`src/rtl/uart_host_bridge_if.sv`:
```
// Simple strobe/acknowledge bus used for both the UART CSR port and the
// system-bus port of the debug bridge. Signal suffixes are from the
// initiator's point of view.
interface uart_host_bridge_if;
  logic [31:0] adr_o;
  logic [31:0] dat_o;
  logic [31:0] dat_i;
  logic        we_o;
  logic        stb_o;
  logic        ack_i;

  modport master (
    output adr_o, dat_o, we_o, stb_o,
    input  dat_i, ack_i
  );

  modport slave (
    input  adr_o, dat_o, we_o, stb_o,
    output dat_i, ack_i
  );
endinterface

```
`src/rtl/uart_host_bridge.sv`:
```
// Serial-to-bus debug bridge. Polls the UART data register for host bytes,
// assembles 'R'/'W' command frames, runs one system-bus access per frame and
// sends the result ('K', 'E' or four read-data bytes) back through the UART.
module uart_host_bridge #(
  parameter int unsigned TIMEOUT = 1024
) (
  input  logic                  sys_clk,
  input  logic                  sys_rst,
  uart_host_bridge_if.master    u,
  uart_host_bridge_if.master    m,
  output logic                  busy
);

  localparam logic [2:0] POLL   = 3'd0;
  localparam logic [2:0] SAMPLE = 3'd1;
  localparam logic [2:0] EXEC   = 3'd2;
  localparam logic [2:0] TX     = 3'd3;
  localparam logic [2:0] GAP    = 3'd4;

  localparam logic [7:0] CMD_R = 8'h52;
  localparam logic [7:0] CMD_W = 8'h57;
  localparam logic [7:0] RSP_K = 8'h4B;
  localparam logic [7:0] RSP_E = 8'h45;

  localparam logic [15:0] TMO_LAST = 16'(TIMEOUT - 1);

  logic [2:0]  state;
  logic [3:0]  byte_cnt;
  logic        is_write;
  logic [31:0] addr;
  logic [31:0] wdata;
  logic [31:0] resp;
  logic [2:0]  resp_left;
  logic [15:0] tmo_cnt;

  logic        rx_valid;
  logic [7:0]  rx_byte;
  logic        frame_done;
  logic        unused_dat_bits;

  assign rx_valid        = u.dat_i[8];
  assign rx_byte         = u.dat_i[7:0];
  assign unused_dat_bits = ^u.dat_i[31:9];

  // The byte being sampled completes the frame when it is the last address
  // byte of a read or the last data byte of a write.
  always_comb begin
    frame_done = 1'b0;
    if (!is_write && byte_cnt == 4'd4)
      frame_done = 1'b1;
    if (is_write && byte_cnt == 4'd8)
      frame_done = 1'b1;
  end

  // Main sequencer: poll/sample the UART, execute the bus access, stream the
  // response back with a one-cycle strobe gap between UART writes.
  always_ff @(posedge sys_clk or posedge sys_rst) begin
    if (sys_rst) begin
      state     <= GAP;
      byte_cnt  <= 4'd0;
      is_write  <= 1'b0;
      addr      <= 32'h0;
      wdata     <= 32'h0;
      resp      <= 32'h0;
      resp_left <= 3'd0;
      tmo_cnt   <= 16'd0;
      busy      <= 1'b0;
    end else begin
      case (state)
        POLL: begin
          if (u.ack_i)
            state <= SAMPLE;
        end
        SAMPLE: begin
          state <= POLL;
          if (rx_valid) begin
            if (byte_cnt == 4'd0) begin
              if (rx_byte == CMD_R || rx_byte == CMD_W) begin
                is_write <= (rx_byte == CMD_W);
                byte_cnt <= 4'd1;
                busy     <= 1'b1;
              end
            end else begin
              if (byte_cnt <= 4'd4)
                addr <= {addr[23:0], rx_byte};
              else
                wdata <= {wdata[23:0], rx_byte};
              if (frame_done) begin
                state   <= EXEC;
                tmo_cnt <= 16'd0;
              end else begin
                byte_cnt <= byte_cnt + 4'd1;
              end
            end
          end
        end
        EXEC: begin
          if (m.ack_i) begin
            state <= TX;
            if (is_write) begin
              resp      <= {RSP_K, 24'h0};
              resp_left <= 3'd1;
            end else begin
              resp      <= m.dat_i;
              resp_left <= 3'd4;
            end
          end else if (tmo_cnt == TMO_LAST) begin
            state     <= TX;
            resp      <= {RSP_E, 24'h0};
            resp_left <= 3'd1;
          end else begin
            tmo_cnt <= tmo_cnt + 16'd1;
          end
        end
        TX: begin
          if (u.ack_i) begin
            resp      <= {resp[23:0], 8'h0};
            resp_left <= resp_left - 3'd1;
            state     <= GAP;
          end
        end
        GAP: begin
          if (resp_left != 3'd0) begin
            state <= TX;
          end else begin
            busy     <= 1'b0;
            byte_cnt <= 4'd0;
            state    <= POLL;
          end
        end
        default: state <= GAP;
      endcase
    end
  end

  // Strobes decode straight from the state so reset drops them at once.
  always_comb begin
    u.adr_o = 32'h0;
    u.stb_o = (state == POLL) || (state == TX);
    u.we_o  = (state == TX);
    u.dat_o = (state == TX) ? {24'h0, resp[31:24]} : 32'h0;
    m.stb_o = (state == EXEC);
    m.we_o  = (state == EXEC) && is_write;
    m.adr_o = (state == EXEC) ? addr : 32'h0;
    m.dat_o = (state == EXEC) ? wdata : 32'h0;
  end

endmodule

```
`src/flat_wrapper.sv`:
```
// flat-port wrapper written by rule: the top's interface ports become plain ports
module uart_host_bridge_flat 
#(
  parameter int unsigned TIMEOUT = 1024
)
  (sys_clk, sys_rst, busy, u_adr_o, u_dat_o, u_we_o, u_stb_o, u_dat_i, u_ack_i, m_adr_o, m_dat_o, m_we_o, m_stb_o, m_dat_i, m_ack_i);
  uart_host_bridge_if u_i ();
  uart_host_bridge_if m_i ();
  input  logic sys_clk;
  input  logic sys_rst;
  output logic busy;
  output wire logic [$bits(u_i.adr_o)-1:0] u_adr_o;
  output wire logic [$bits(u_i.dat_o)-1:0] u_dat_o;
  output wire logic [$bits(u_i.we_o)-1:0] u_we_o;
  output wire logic [$bits(u_i.stb_o)-1:0] u_stb_o;
  input wire logic [$bits(u_i.dat_i)-1:0] u_dat_i;
  input wire logic [$bits(u_i.ack_i)-1:0] u_ack_i;
  output wire logic [$bits(m_i.adr_o)-1:0] m_adr_o;
  output wire logic [$bits(m_i.dat_o)-1:0] m_dat_o;
  output wire logic [$bits(m_i.we_o)-1:0] m_we_o;
  output wire logic [$bits(m_i.stb_o)-1:0] m_stb_o;
  input wire logic [$bits(m_i.dat_i)-1:0] m_dat_i;
  input wire logic [$bits(m_i.ack_i)-1:0] m_ack_i;
  assign u_adr_o = u_i.adr_o;
  assign u_dat_o = u_i.dat_o;
  assign u_we_o = u_i.we_o;
  assign u_stb_o = u_i.stb_o;
  assign u_i.dat_i = u_dat_i;
  assign u_i.ack_i = u_ack_i;
  assign m_adr_o = m_i.adr_o;
  assign m_dat_o = m_i.dat_o;
  assign m_we_o = m_i.we_o;
  assign m_stb_o = m_i.stb_o;
  assign m_i.dat_i = m_dat_i;
  assign m_i.ack_i = m_ack_i;
  uart_host_bridge #(.TIMEOUT(TIMEOUT)) u_core (.sys_clk(sys_clk), .sys_rst(sys_rst), .u(u_i), .m(m_i), .busy(busy));
endmodule
```
`config.mk`:
```
export PLATFORM = sky130hd
export DESIGN_NAME = uart_host_bridge_flat
export DESIGN_NICKNAME = d
export VERILOG_FILES = /design/src/rtl/uart_host_bridge_if.sv /design/src/rtl/uart_host_bridge.sv /design/src/flat_wrapper.sv
export SDC_FILE = /design/constraint.sdc
export NUM_CORES = 1
export LEC_CHECK = 0
export BUFFER_PORTS_ARGS = -buffer_cell sky130_fd_sc_hd__buf_2
export CAP_MARGIN = 10
export CORE_MARGIN = 5
export CORE_UTILIZATION = 56
export CTS_CLUSTER_DIAMETER = 150
export DETAILED_ROUTE_END_ITERATION = 8
export PLACE_DENSITY = 0.94
export SLEW_MARGIN = 40
export SYNTH_ARGS = -nofsm -noshare
export SYNTH_HDL_FRONTEND = slang
export SYNTH_SLANG_ARGS = --single-unit
```
`constraint.sdc`:
```
create_clock -name sys_clk -period 9.2 [get_ports sys_clk]
set_input_delay 1.84 -clock sys_clk [delete_from_list [all_inputs] [get_ports sys_clk]]
set_output_delay 1.84 -clock sys_clk [all_outputs]
set_load 0.02 [all_outputs]
```
==> results.txt, run 1 <==
* Outcome: finished, final reports clean
- The worst pin sits at a relative slew slack of 49.1%.
- In the global route stage, overall resource usage came out at 21.5%.
* Clock transition at path regs: 0.05 ns
* Terminus of the critical flop-to-flop path: u_core.resp[16]
* Classification of the worst-slack hold path: flip-flop to flip-flop
- Unrepaired setup endpoints after global routing: no
* Peak Freq: 0.213 GHz
- # resized after CTS: 0
* Routed length per instance: 17.5 um
- After clock tree synthesis, the flow added hold-fix buffers numbering 0.
- Each instance of the synthesized netlist takes up on average 11.1 um2.
- STA classifies the critical path endpoint as a primary output.
* DRT antenna net count: 0
- R2r setup slk: 6.46 ns
* Final setup violating endpoints: 0
- In this run, placement finished with an instance count of 840.
* Part of the Yosys area used for sequential elements: 46.5%
- The die covers 14,200 um2.
- In the routed design, unresolved DRC markers number 0.
* Data arrival time of the critical path: 2.86 ns
- Die X: 119 um
* Num CTS Buffers: 17
- The number of cells on the worst reg-to-reg path is 4.
* Pins over their slew limit: 0
- Count of inserted antenna diode cells: 0
- Max H-tree Level: 4
- Once the floorplan was initialized, standard cells occupied 57.7% of the core.
* CTS tree: yes
- Minimum clock period after layout: 4.70 ns
- Weighted congestion reported at the end of routability-driven placement: 0.809
- Area taken by flip-flops and latches: 3100 um2
- Fraction of layout instances using a drive strength above 1: 35.9%
- The placed instances occupy a cell area of 7220 um2.
- Number of flip-flops and latches in the synthesized netlist: 124
* Fill cell count: 776
- Initial detailed-routing violation count: 366
- Number of warning messages in the yosys log: 0
- Entering global routing, the biggest net connects 65 pins.
- The number of different library cells used by synthesis comes to 62.
- Counting flops with a built-in enable in the synthesized netlist gives 0.
- 201 I/O pins were placed.
- Counting every sink on the clock net gives 124.
* Netlist area before placement: 6670 um2
- The final critical path takes up 51.1% of the cycle.
- Across the routed clock network, the largest skew measured is 0.00729 ns.
- In this run the critical register-to-register path is launched from u_core.state[0].
* Worst min-delay path startpoint: u_core.wdata[30]
- In this run the clock root is driven by a clkbuf_16.
- The die is 119 um tall.
- Drt pass-1 iters: 5
- Leaving out fill and tap cells, the most frequent cell in the layout is dfrtp_1.
- The number of hold violations in the final report was 0.
* Layout area overhead: 17.5%
- Total detailed-routing wirelength: 15,300 um
- In this run the core area contains 39 standard-cell rows.
- With fillers left out, the area of the finished cells amounts to 7840 um2.
- Routed via count divided by cell count: 5.65
* Min-Delay Endpoint: u_core.wdata[30]
- Detailed placer's ending HPWL: 10,400 um
* Data required time at the worst endpoint: 7.36 ns
- Setup TNS Final: 0 ns
* Post-CTS setup buffers: 0
- The most used flip-flop cell after synthesis is dfrtp_1.
* Initial antenna violation count: 0
* Mapped Cells: 602
- Worst-margin pin slew: 0.759 ns
- Power Density: 321 nW/um2
- The routed layout has 4,923 vias.
- The first global-routing pass estimated 24,800 um of wire.
* Post-synth ARST share: 100%
- Post-layout instance count excluding filler cells: 872
* Core box area: 11,600 um2
- Most frequent cells in the layout: dfrtp_1 (123), buf_2 (121), mux2_2 (86)
- STA classifies the critical path startpoint as a flip-flop.
- In this run the tool buffered the top-level ports with 121 buffer cells.
- After the last flow step, the layout net total stands at 789.
- Worst-skew pair later-pin latency: 0.41 ns
* Via count of the first global-routing pass: 4,937
- Max-cap violations in this run came to 0.
* CTS Buffer Depth: 2
- The setup path with the least slack is of type flip-flop to primary output.
- Overflow left after global routing: 0
- Maximum fanout along the worst path: 31
- VDD IR max: 0.000205 V
- Leakage power: 3.88 nW
- Cell count of the worst hold path: 1
* Multi-input gate area in the final layout: 3130 um2
final cells by class:
type,count,area share (%)
repair buffers,129,9.08
inverters,25,1.26
well taps,143,2.28
clock inverters,10,1.77
multi-input cells,419,40.0
flip-flops and latches,124,39.6
clock buffers,22,6.05
cells by family (layout without fill, tap and decap cells):
logic type	count (synthesis)	after routing	synth area share [%]
and+or+nand+nor	170	170	15.8
DFF	124	124	46.5
buffers and inverters	114	186	10.0
muxes	106	106	17.6
AOI/OAI and AO/OA	80	80	8.81
adders and majority gates	5	5	0.938
xor gates and xnor gates	2	2	0.263
other	1	56	0.0562
per-stage QoR:
step           hold WS [ns]  setup slack [ns]  util (%)  total power [mW]
3_5_place_dp          0.485              5.01      62.4              1.81
3_3_place_gp          0.466              5.07      61.8              1.72
2_1_floorplan         0.449              4.06         -              1.57
4_1_cts               0.498              4.55      67.7              2.52
6_report              0.494              4.50      67.8              2.52
5_1_grt               0.517              4.31      67.8              2.65
Yosys cell counts, types with 2 or more instances:
| cell type | count | area (um2) |
|---|---|---|
| mux2_1 | 2 | 22.5 |
| o21ai_0 | 12 | 60.1 |
| nand2b_1 | 5 | 31.3 |
| buf_2 | 7 | 35.0 |
| a21o_1 | 2 | 15.0 |
| o211ai_1 | 2 | 15.0 |
| buf_4 | 56 | 420 |
| nor3b_1 | 2 | 15.0 |
| a21boi_0 | 3 | 22.5 |
| nor2b_1 | 5 | 31.3 |
| nor2_1 | 12 | 45.0 |
| clkbuf_1 | 23 | 86.3 |
| and2_1 | 70 | 438 |
| a2bb2oi_1 | 2 | 17.5 |
| mux2i_1 | 18 | 180 |
| buf_6 | 3 | 33.8 |
| dfrtp_1 | 123 | 3080 |
| o22ai_1 | 3 | 18.8 |
| nor3_1 | 10 | 50.1 |
| nor4_1 | 2 | 12.5 |
| a31oi_1 | 12 | 75.1 |
| nand2_1 | 20 | 75.1 |
| a211oi_1 | 2 | 15.0 |
| inv_1 | 25 | 93.8 |
| or3_1 | 2 | 12.5 |
| nand4_1 | 7 | 43.8 |
| nor4bb_1 | 2 | 20.0 |
| mux2_2 | 86 | 968 |
| nand3b_1 | 5 | 37.5 |
| ha_1 | 5 | 62.6 |
| and3_1 | 6 | 37.5 |
| a21oi_1 | 9 | 45.0 |
| o221ai_1 | 2 | 17.5 |
| or4_1 | 2 | 15.0 |
| a22o_1 | 21 | 184 |
| nand3_1 | 7 | 35.0 |
| a31o_2 | 2 | 17.5 |
state kept, by name, indices dropped and copies added (netlist names):
name / count
u_core.addr: 32
u_core.busy: 1
u_core.byte_cnt: 4
u_core.is_write: 1
u_core.resp: 32
u_core.resp_left: 3
u_core.state: 3
u_core.tmo_cnt: 16
u_core.wdata: 32
worst max-delay path, stage by stage, from the launching register on:
cell and delay [ns]:
dfrtp_1 0.64, nand3b_1 0.48, clkinv_1 0.74, and2_1 0.43, buf_2 0.16
report_power, final:
| group | leakage (nW) | switching [mW] | internal (mW) |
|---|---|---|---|
| combinational | 2.03 | 0.473 | 0.409 |
| sequential | 1.56 | 0.191 | 0.762 |
| clock | 0.288 | 0.237 | 0.447 |
per-layer routing:
| layer | up-vias | part of all wire [%] | global-route usage [%] |
|---|---|---|---|
| li1 | 2231 | - | - |
| met1 | 2421 | 40 | 25.9 |
| met2 | 229 | 51 | 37.2 |
| met3 | 42 | 6.3 | 5.12 |
| met4 | 0 | 2.5 | 8.40 |
| met5 | - | 0 | 0 |
how the worst max path moves through the flow:
stage | from | endpoint | slack (ns) | cells after the start
5_1_grt | u_core.state[0] | u_dat_o[2] | 4.31 | 4
6_report | u_core.state[0] | u_dat_o[4] | 4.50 | 4
3_3_place_gp | u_core.state[1] | m_adr_o[31] | 5.07 | 4
4_1_cts | u_core.state[0] | u_dat_o[2] | 4.55 | 4
3_5_place_dp | u_core.state[0] | u_dat_o[2] | 5.01 | 4
2_1_floorplan | sys_rst | u_core.addr[0] | 4.06 | 1
No activity file was read; power rests on OpenSTA's default activity.
==> run 2, diff against run 1 <==
--- a/config.mk
+++ b/config.mk
@@ -5,13 +5,14 @@
 export SDC_FILE = /design/constraint.sdc
 export NUM_CORES = 1
 export LEC_CHECK = 0
+export ABC_AREA = 1
 export BUFFER_PORTS_ARGS = -buffer_cell sky130_fd_sc_hd__buf_2
 export CAP_MARGIN = 10
 export CORE_MARGIN = 5
-export CORE_UTILIZATION = 56
+export CORE_UTILIZATION = 52
 export CTS_CLUSTER_DIAMETER = 150
 export DETAILED_ROUTE_END_ITERATION = 8
-export PLACE_DENSITY = 0.94
+export PLACE_DENSITY = 0.88
 export SLEW_MARGIN = 40
 export SYNTH_ARGS = -nofsm -noshare
 export SYNTH_HDL_FRONTEND = slang
==> constraint.sdc (replaced) <==
create_clock -name sys_clk -period 4.8 [get_ports sys_clk]
set_input_delay 0.96 -clock sys_clk [delete_from_list [all_inputs] [get_ports sys_clk]]
set_output_delay 0.96 -clock sys_clk [all_outputs]
set_load 0.02 [all_outputs]
==> results.txt, run 2 <==
* Pins over their slew limit: 0 (unchanged)
- Part of the total power dissipated in sequential elements: 38.7% (+0.9 points)
* DRT antenna net count: 0 (unchanged)
- Weighted congestion reported at the end of routability-driven placement: 0.870 (+7.4%)
- Mapped Cells: 865 (+44%)
- Multi-input gate area in the final layout: 2770 um2 (-12%)
* Netlist area before placement: 6710 um2 (+0.53%)
* Row cnt: 41 (+5.1%)
- Unrepaired setup endpoints after global routing: no
- Endpoint kind of the worst setup timing path: primary output
- First-pass GRT wire length: 23,100 um (-6.9%)
- Die X: 124 um (+3.7%)
- Dominant cell by count in the synthesized netlist: nand2_1
- The CTS H-tree depth was 4 (unchanged).
- Number of flip-flops and latches in the synthesized netlist: 124 (unchanged)
- The initial antenna violation count was 0 (unchanged).
- The depth of the most critical reg-to-reg path is 11 (+7).
* Overflow left after global routing: 0 (unchanged)
* Largest registers: u_core.addr (32), u_core.resp (32), u_core.wdata (32)
- Via total after detailed routing: 5,606 (+14%)
- Data arrival time of the critical path: 2.11 ns (-0.75 ns)
* Layout area overhead: 16.1%
* Starting density of the core: 53.1% (-4.5 points)
* Total detailed-routing wirelength: 14,200 um (-6.9%)
- The switching part of the total was 37.2% (+1.4 points).
* Post-CTS setup buffers: 0 (unchanged)
* CTS Buffer Depth: 2 (unchanged)
- The worst slack on hold paths was 0.484 ns (-0.0104 ns).
* IO Count: 201 (unchanged)
- Post-layout instance count excluding filler cells: 1,160 (+33%)
* Initial detailed-routing violation count: 369 (+0.82%)
* VDD IR max: 0.000385 V (+88%)
* Net count of the finished layout: 1,048 (+33%)
- Part of the Yosys area used for sequential elements: 46.3% (-0.24 points)
* Total of buffers placed on input and output ports: 121 (unchanged)
- The final HPWL from detailed placement was 9790 um (-5.4%).
- Sum of internal, switching and leakage power: 4.19 mW (+66%)
- The number of different library cells in the post-synthesis netlist came to 31 (-50%).
- The placed instance count came to 1,128 (+34%).
* Top-area cell type share of the netlist area: 45.9% (-0.24 points)
- Main area contributors after synthesis: dfrtp_1 (46%), nand2_1 (12%), nor2_1 (6.7%), buf_4 (6.6%), inv_1 (6.2%)
- The number of detailed-routing iterations run before antenna repair was 5 (unchanged).
* Most common cell after layout, fill and taps aside: nand2_1
- Routed length per instance: 12.3 um (-30%)
* Final setup violating endpoints: 0 (unchanged)
- Fraction of layout instances using a drive strength above 1: 21.1% (-15 points)
* Element type at the critical path start: flip-flop
- The required time of the critical path came to 3.84 ns (-3.52 ns).
- The run finished with clean final reports.
- The per-instance average area after synthesis came to 7.75 um2 (-30%).
- The headroom to the max-slew limit is 49.1% (about the same).
* Number of enable flip-flop cells after synthesis: 0 (unchanged)
* Chip Height: 124 um (+3.7%)
- Maximum fanout along the worst path: 77 (+150%)
* Core box area: 12,600 um2 (+9.1%)
- Peak Freq: 0.325 GHz
* Logic gate share of total power: 29.0% (-6.0 points)
- Cell-internal power: 2.63 mW (+63%)
* # Max-Cap Violations: 0 (unchanged)
* Clock transition at path regs: 0.06 ns (about the same)
- Sink count of the clock tree: 124 (unchanged)
- The slew at the pin closest to its max-slew limit is 0.764 ns (+0.00444 ns).
* Synth cell count leaders: nand2_1 (212), dfrtp_1 (123), nor2_1 (120), inv_1 (111), o21ai_0 (81)
* Fill cell count: 1,076 (+39%)
- Placed Instance Area: 7160 um2 (-0.85%)
- The final total negative setup slack is 0 ns (unchanged).
* Routed via count divided by cell count: 4.83 (-14%)
- Yosys top cell by area: dfrtp_1
* Worst-skew pair later-pin latency: 0.42 ns (about the same)
* Net switching power of the design: 1.56 mW (+73%)
- Final-report hold violation count: 0 (unchanged)
- The pin count of the biggest net entering global routing is 78 (+20%).
- Final period utilization: 64.0%
- The cell area after layout is 7780 um2 (-0.69%).
* Part of the total power dissipated in the clock network: 32.4% (+5.2 points)
* Minimum clock period after layout: 3.07 ns
- Leakage power: 4.09 nW (+5.4%)
* Via count of the first global-routing pass: 5,167 (+4.7%)
* Aggregate global-route resource usage: 19.2% (-2.3 points)
* Num CTS Buffers: 17 (unchanged)
* Clock root buffer: clkbuf_16
* Die area: 15,300 um2 (+7.6%)
* DRC violations left: 0 (unchanged)
- The power per cell area is 538 nW/um2 (+67%).
* Prevailing post-synth register cell: dfrtp_1
- Area taken by flip-flops and latches: 3100 um2 (unchanged)
- Classification of the worst-slack hold path: flip-flop to flip-flop
* Count of hold-fix buffers inserted at cts: 0 (unchanged)
- The share of synthesized flip-flops with an asynchronous set or reset was 100% (unchanged).
- The number of inserted diodes came to 0 (unchanged).
* Worst clock skew: 0.00938 ns (+0.00209 ns)
- The number of resized instances in the post-cts repair step came to 0 (unchanged).
- CTS tree: yes
- The cell depth of the worst hold path is 2 (+1).
* Most frequent cells in the layout: nand2_1 (212), dfrtp_1 (123), buf_2 (121)
- Classification of the worst setup path: flip-flop to primary output
- The count of yosys warnings during synthesis was 0 (unchanged).
## run 2: cell count changes after synthesis, sizes merged, moves of 12 or more
cell	previous run	this run
nand2	20	223
nor2	12	123
o21ai	14	111
inv	25	115
mux2	88	0
and2	70	0
a22o	21	0
a22oi	0	19
mux2i	18	0
nand3	7	24
a31oi	12	0
buf	66	78
clkbuf	23	11
## run 2: kinds of logic after synthesis
group | count (synthesis) | synth area share (%)
AOI/OAI and AO/OA | 141 | 12.9
DFF | 124 | 46.3
adders and majority gates | 5 | 0.933
xor gates and xnor gates | 8 | 1.04
other | 1 | 0.0559
and+or+nand+nor | 381 | 23.0
buffers and inverters | 205 | 15.8
## run 2: per-layer routing
| metal | track usage (%) | vias up | part of all wire, % |
|---|---|---|---|
| met2 | 30.9 | 184 | 47 |
| met3 | 5.95 | 18 | 8.7 |
| met4 | 6.64 | 0 | 1.5 |
| li1 | - | 2801 | - |
| met1 | 24.7 | 2603 | 43 |
| met5 | 0 | - | 0 |
## run 2: metrics by stage
| step | setup slack [ns] | utilization, % |
|---|---|---|
| floorplan | 0.542 | - |
| global placement | 2.18 | 56.6 |
| detailed placement | 2.16 | 56.7 |
| CTS | 1.70 | 61.7 |
| global route | 1.60 | 61.7 |
| finish | 1.73 | 61.7 |
## run 2: power by group through the flow
stage | combinational (mW) | sequential [mW] | clock [mW]
CTS | 1.22 | 1.62 | 1.37
detailed placement | 1.21 | 1.63 | 0
global placement | 1.16 | 1.62 | 0
finish | 1.21 | 1.62 | 1.36
floorplan | 1.05 | 1.58 | 0
global route | 1.40 | 1.67 | 1.43
## run 2: worst max-delay path: stages (launching register included)
cell and delay, ns:
dfstp_2 0.54, inv_2 0.07, nand3_2 0.10, buf_4 0.61, nor2_1 0.13, buf_2 0.20
## run 2: path summary, 6_finish.rpt
kind / startpoint / slack [ns] / endpoint
setup / recovery: u_core.state[2] / 1.73 / m_dat_o[15]
hold / removal: u_core.resp[18] / 0.48 / u_core.resp[18]
setup reg to reg: u_core.tmo_cnt[0] / 2.58 / u_core.resp[27]
hold reg to reg: u_core.resp[18] / 0.48 / u_core.resp[18]
max in group asynchronous: sys_rst / 3.26 / u_core.addr[22]
min in group asynchronous: sys_rst / 0.57 / u_core.byte_cnt[0]
## run 2: layout make-up
type	count	share of cell area [%]
Sequential cell	124	39.9
Timing Repair Buffer	125	8.16
Inverter	116	5.63
Clock inverter	15	2.59
Multi-Input combinational cell	591	35.5
Tap cell	172	2.76
Clock buffer	17	5.46
